==> src/rtl/seq_detector_prog.sv <==
// Runtime-programmable serial sequence detector.
// Matches a loadable pattern of 2..MAX_LEN bits on the serial input w,
// with overlapping / non-overlapping modes, an input stall (en) and a
// saturating match counter. z is a Mealy output; z_q is z one cycle later.
module seq_detector_prog #(
  parameter int MAX_LEN = 8,
  parameter int CNT_W   = 8
) (
  input  logic                         clk,
  input  logic                         reset,
  input  logic                         en,
  input  logic                         w,
  input  logic                         cfg_load,
  input  logic [MAX_LEN-1:0]           cfg_pattern,
  input  logic [$clog2(MAX_LEN+1)-1:0] cfg_len,
  input  logic                         cfg_overlap,
  input  logic                         cnt_clr,
  output logic                         z,
  output logic                         z_q,
  output logic [CNT_W-1:0]             match_count,
  output logic [1:0]                   state_o
);

  localparam int LEN_W = $clog2(MAX_LEN + 1);

  typedef enum logic [1:0] {
    IDLE = 2'd0,
    FILL = 2'd1,
    RUN  = 2'd2
  } state_t;

  // Length is forced into the legal range 2..MAX_LEN so the compare window
  // and the fill threshold are always meaningful.
  function automatic logic [LEN_W-1:0] clamp_len(input logic [LEN_W-1:0] l);
    if (l < LEN_W'(2))
      return LEN_W'(2);
    if (l > LEN_W'(MAX_LEN))
      return LEN_W'(MAX_LEN);
    return l;
  endfunction

  // Counter increment that sticks at all-ones instead of wrapping.
  function automatic logic [CNT_W-1:0] sat_inc(input logic [CNT_W-1:0] c);
    if (c == {CNT_W{1'b1}})
      return c;
    return c + CNT_W'(1);
  endfunction

  state_t               state, state_n;
  logic [MAX_LEN-2:0]   hist, hist_n;
  logic [LEN_W-1:0]     fill_cnt, fill_n;
  logic [LEN_W-1:0]     len, len_n;
  logic [MAX_LEN-1:0]   pattern, pattern_n;
  logic                 overlap, overlap_n;

  // Candidate window: stored history with the current bit appended as newest.
  logic [MAX_LEN-1:0]   window;
  logic [MAX_LEN-1:0]   len_mask;
  logic                 window_hit;

  assign window     = {hist, w};
  // Only the low len bits take part; older history and upper pattern bits
  // are don't-care. Shifting by len == MAX_LEN yields an all-ones mask.
  assign len_mask   = ~({MAX_LEN{1'b1}} << len);
  assign window_hit = (((window ^ pattern) & len_mask) == '0);
  assign state_o    = state;

  // State and configuration registers; everything returns to zero / IDLE
  // on reset so a reset mid-stream forces a reload of the pattern.
  always_ff @(posedge clk or posedge reset) begin
    if (reset) begin
      state    <= IDLE;
      hist     <= '0;
      fill_cnt <= '0;
      len      <= '0;
      pattern  <= '0;
      overlap  <= 1'b0;
    end else begin
      state    <= state_n;
      hist     <= hist_n;
      fill_cnt <= fill_n;
      len      <= len_n;
      pattern  <= pattern_n;
      overlap  <= overlap_n;
    end
  end

  // Next-state and Mealy output: cfg_load wins, then en gates any progress.
  always_comb begin
    state_n   = state;
    hist_n    = hist;
    fill_n    = fill_cnt;
    len_n     = len;
    pattern_n = pattern;
    overlap_n = overlap;
    z         = 1'b0;

    if (cfg_load) begin
      pattern_n = cfg_pattern;
      overlap_n = cfg_overlap;
      len_n     = clamp_len(cfg_len);
      hist_n    = '0;
      fill_n    = '0;
      state_n   = FILL;
    end else if (en) begin
      case (state)
        FILL: begin
          hist_n = window[MAX_LEN-2:0];
          fill_n = fill_cnt + LEN_W'(1);
          // len-1 bits of history are enough; the next bit completes a window.
          if (fill_n == (len - LEN_W'(1)))
            state_n = RUN;
        end
        RUN: begin
          z      = window_hit & ~reset;
          hist_n = window[MAX_LEN-2:0];
          // Non-overlapping: the matching bit is consumed, start refilling.
          if (window_hit && !overlap) begin
            hist_n  = '0;
            fill_n  = '0;
            state_n = FILL;
          end
        end
        default: begin
          // IDLE: not configured yet, input ignored.
          state_n = state;
        end
      endcase
    end
  end

  // One-cycle delayed copy of the match pulse.
  always_ff @(posedge clk or posedge reset) begin
    if (reset)
      z_q <= 1'b0;
    else
      z_q <= z;
  end

  // Saturating match counter; clear beats a simultaneous match and
  // reconfiguration leaves it untouched.
  always_ff @(posedge clk or posedge reset) begin
    if (reset)
      match_count <= '0;
    else if (cnt_clr)
      match_count <= '0;
    else if (z)
      match_count <= sat_inc(match_count);
  end

endmodule

==> config.mk <==
export PLATFORM = sky130hd
export DESIGN_NAME = seq_detector_prog
export DESIGN_NICKNAME = d
export VERILOG_FILES = /design/src/rtl/seq_detector_prog.sv
export SDC_FILE = /design/constraint.sdc
export NUM_CORES = 1
export LEC_CHECK = 0
export ABC_AREA = 1
export CAP_MARGIN = 40
export CORE_ASPECT_RATIO = 2
export CORE_MARGIN = 8
export CORE_UTILIZATION = 35
export DETAILED_ROUTE_END_ITERATION = 16
export GPL_ROUTABILITY_DRIVEN = 1
export PLACE_DENSITY = 0.64
export SYNTH_ARGS = -nofsm -noshare
export SYNTH_HDL_FRONTEND = slang
export SYNTH_SLANG_ARGS = --single-unit
==> constraint.sdc <==
create_clock -name clk -period 4.1 [get_ports clk]
set_clock_uncertainty 0.1 [all_clocks]
set_input_delay 1.23 -clock clk [delete_from_list [all_inputs] [get_ports clk]]
set_output_delay 1.23 -clock clk [all_outputs]
set_load 0.01 [all_outputs]
# Word-level counts from Yosys, hierarchy flattened
# Index checks and enable logic that the tools add are counted.
[classes]
shift = 1
bitwise = 5
add_sub_neg = 3
eq_ne = 7
mux = 31
order_cmp = 2
reduce_logical = 10
[ops]
columns = ["operator", "n"]
rows = [
  ["two-way mux 4 bit", 7],
  ["two-way mux 8 bit", 3],
  ["two-way mux 7 bit", 3],
  ["one-hot mux 7 bit (2 select lines)", 1],
  ["two-way mux 1 bit", 11],
  ["inequality test 3 bit, second input constant", 3],
  ["adder 8 x 1 -> 8 bit, second input constant", 1],
  ["AND 8 bit", 1],
  ["equality test 8 bit, second input constant", 1],
  ["zero test 8 bit", 1],
  ["two-way mux 2 bit", 4],
  ["NOT 8 bit", 1],
  ["one-hot mux 4 bit (2 select lines)", 1],
  ["left shift 8 x 4 -> 8 bit, first input constant", 1],
  ["bitwise XOR 8 bit", 1],
  ["adder 4 x 1 -> 4 bit, second input constant", 1],
  ["equality test 4 bit", 1],
  ["> comparator 4 bit, second input constant", 1],
  ["< comparator 4 x 2 -> 1 bit, second input constant", 1],
  ["one-hot mux 2 bit (2 select lines)", 1],
  ["AND reduction 2 bit", 2],
  ["AND reduction 4 bit", 1],
  ["nonzero test 2 bit", 2],
  ["subtractor 4 x 1 -> 4 bit, second input constant", 1],
  ["8 further kinds", 8],
]
[totals]
regBits = 35
elab_cells = 67
in_bits = 19
out_inout_bits = 12

# Logic depth before layout (Yosys ltp)
[depth]
depth_word = 13
ltp_mapped = 14
mapped_depth_nobuf = 14

# Worst setup path before layout
# OpenSTA, ideal clock, no wires.
[synth_path]
path_kind = "input to output"
from = "in reset"
to = "out z"
path_stages = 3
setup_slack_ps = 148
required_ps = 2770
path_buffers = 0
arrival_time_ps = 2622
cell_sequence = "inv_1 nand4_1 nor2_2"
[synth_via]
elab_chain_cells = 5
[synth_lines]
columns = ["item", "line_no", "source"]
rows = [
  ["start: declaration", "10", "input logic reset,"],
  ["NOT 1 bit", "115", "z = window_hit & ~reset;"],
  ["AND 1 bit", "115", ""],
  ["two-way mux 1 bit", "106", "case (state)"],
  ["two-way mux 1 bit", "105", "end else if (en) begin"],
  ["two-way mux 1 bit", "98", "if (cfg_load) begin"],
  ["end: declaration", "18", "output logic z,"],
]
# No other way between the ends.

# Final worst setup path
[layout_path]
from = "in w"
to = "out z"
[layout_via]
elab_chain_cells = 7
[layout_lines]
columns = ["item", "line_no", "source"]
rows = [
  ["start: declaration", "12", "input logic w,"],
  ["bitwise XOR 8 bit", "65", "assign window_hit = (((window ^ pattern) & len_mask) == '0);"],
  ["AND 8 bit", "65", ""],
  ["zero test 8 bit", "65", ""],
  ["AND 1 bit", "115", ""],
  ["two-way mux 1 bit", "106", ""],
  ["two-way mux 1 bit", "105", ""],
  ["two-way mux 1 bit", "98", ""],
]
# No other way between the ends.

==> out/summary.txt <==
clock root buffer master: clkbuf_16
cells resized by post-CTS repair: 1
layout cell share with drive strength beyond 1: 9.46%
Least-Margin Pin Slew: 461 ps
crit end category: output port
endpoints failing setup: 0
Reg clk slew, reported paths: 50 ps
# rows: 39
DR DRC count: 0
CP required: 2770 ps
worst r2r dst: fill_cnt[0]
drt pass-1 iters: 4
worst hold start: overlap
global-route wire length before repair: 8350 µm
crit path launch type: input pin
WP data arrival: 2570 ps
die area: 8650 µm²
Syn Area/Cell: 7.39 µm²
static leakage: 1.29 nW
Area contributors post-synth: dfrtp_1 43%, nand2_1 18%, inv_1 6.3%
commonest cells after routing, fill and taps aside: 100 x nand2_1, 35 x dfrtp_1, 34 x inv_1
PD cells: 399 nW/µm²
crit path kind: input pin to output port
global route overflow: 0
Crit Path Max Fanout: 3
Netlist cell types: 27
GRT Total Usage: 11.9%
fin crit share: 95.2%
fillers: 563
RSZ-0062 raised after global routing: false
Max Cap Violations: 0
starting density of the core: 35.9%
Relative slew margins: 69.3%
Ant. Diodes: 0
largest net degree at the start of global routing: 36
Synth Instances: 275
post-synthesis sequential area ratio: 43.1%
CTS tree: yes
initial antenna violation count: 0
r2r setup slk: 1950 ps
maximum VDD drop: 253 µV
max-slew violations: 0
most common cell after layout, fill and taps aside: nand2_1
DP HPWL: 3690 µm
clock latency on the worst-skew pair: 280 ps
post-CTS setup buffer count: 0
WL per Instance: 12.7 µm
synth warn: 0
Hold WC Path Type: flip-flop to flip-flop
starting DRC count in detailed routing: 138
CTS buffer count: 5
FF-to-FF path depth: 15
setup ws final: 195 ps
fin util: 45.7%
post-layout min period: 3900 ps
r2r startpoint: len[0]
vias in the first global route: 1848
placer's final routability congestion estimate: 0.843
status: completed
top cell type's share of synthesized area: 43.1%
DP Worst Slack: -97.4 ps
post-synth top area cell: dfrtp_1
boundary pin count: 31
port bufs: 30
Final ANT Viol Nets: 0
Mapped Area: 2030 µm²
f_max: 256 MHz
hold path cells: 2
# H-tree levels: 2
Setup TNS: 0 ps
Hold WS: 376 ps
clock tree sinks: 35
Area growth syn-to-layout: 27.4%
fin nets: 343
post-synthesis register bit count: 35
Routed WL: 4800 µm
Hold EP: overlap
Die X: 69.9 µm
maximum clock path buffer count: 2
Via density: 4.94
hold_buf cts: 0
core area: 5660 µm²
Die Y: 124 µm
Final Hold Fails: 0
DR vias: 1869
Synth Net Count: 300
## flip-flops by register name, summed over array words and instances (netlist names)
signal,cells
fill_cnt,4
len,4
overlap,1
hist,7
pattern,8
match_count,8
z_q,1
state_o,2
## logic make-up (layout without fill, tap and decap cells)
group / Yosys count / count (layout) / synth area share (%)
and+or+nand+nor: 161 / 161 / 35.8
DFF: 35 / 35 / 43.1
xor gates and xnor gates: 7 / 7 / 3.02
adders and majority gates: 6 / 6 / 3.69
buffers and inverters: 41 / 83 / 7.57
AOI/OAI and AO/OA: 25 / 25 / 6.77
## metrics by stage
step	std cells	instance area (µm²)	total power, mW
after floorplan	275	2030	0.592
final	378	2590	1.03
after global placement	372	2460	0.686
after CTS	378	2590	1.05
after detailed placement	372	2460	0.690
after global routing	378	2590	1.10
## synthesized netlist by cell type
cell type  instances
nand2_2            3
nand3_2            1
nand3_4            1
o22ai_1            1
nand2_4            1
inv_1             34
or2_1              1
clkinv_1           1
nand2_1          100
inv_2              4
o21ai_4            1
clkbuf_1           2
nand4_1            9
o21ai_1           11
nor2_4             2
nor2_1            16
nor2_2             2
xor2_1             5
nand3_1           21
o21ai_0           11
dfrtp_1           35
ha_1               6
nor3_2             1
nor3_1             2
nand4_2            1
xnor2_1            2
a21oi_1            1
## cell type report
cell class                      instances  area, µm²  area share, %
Multi-Input combinational cell        199       1000           38.7
Sequential cell                        35        876           33.8
Inverter                               39        146           5.65
Timing Repair Buffer                   38        359           13.9
Tap cell                               61       76.3           2.95
Clock buffer                            6        129           4.98
## layer usage
| layer | track usage (%) | vias up | share of wire (%) |
|---|---|---|---|
| met3 | 2.87 | 10 | 4.4 |
| met1 | 10.9 | 864 | 36 |
| li1 | - | 948 | - |
| met2 | 22.8 | 47 | 56 |
| met4 | 7.71 | 0 | 3.4 |
| met5 | 0 | - | 0 |
## worst max-delay path, stage by stage
cell,delay [ps]
clkdlybuf4s50_1,500
inv_1,50
nand2_1,50
nand2_1,70
nand2_1,60
nand2_1,80
nor2_4,100
nand2_2,70
nor2_2,100
dlygate4sd2_1,280
## power by group
part,internal [mW],switching [mW]
Sequential,0.382,0.0401
Combinational,0.106,0.153
Clock,0.218,0.133
## how the worst max path moves through the flow
stage,end,start,cells after the start
6_report,z,w,10
5_1_grt,z,w,10
4_1_cts,z,w,10
3_5_place_dp,z,w,10
3_3_place_gp,z,w,10
2_1_floorplan,z,reset,3
No activity file was read; power rests on OpenSTA's default activity.
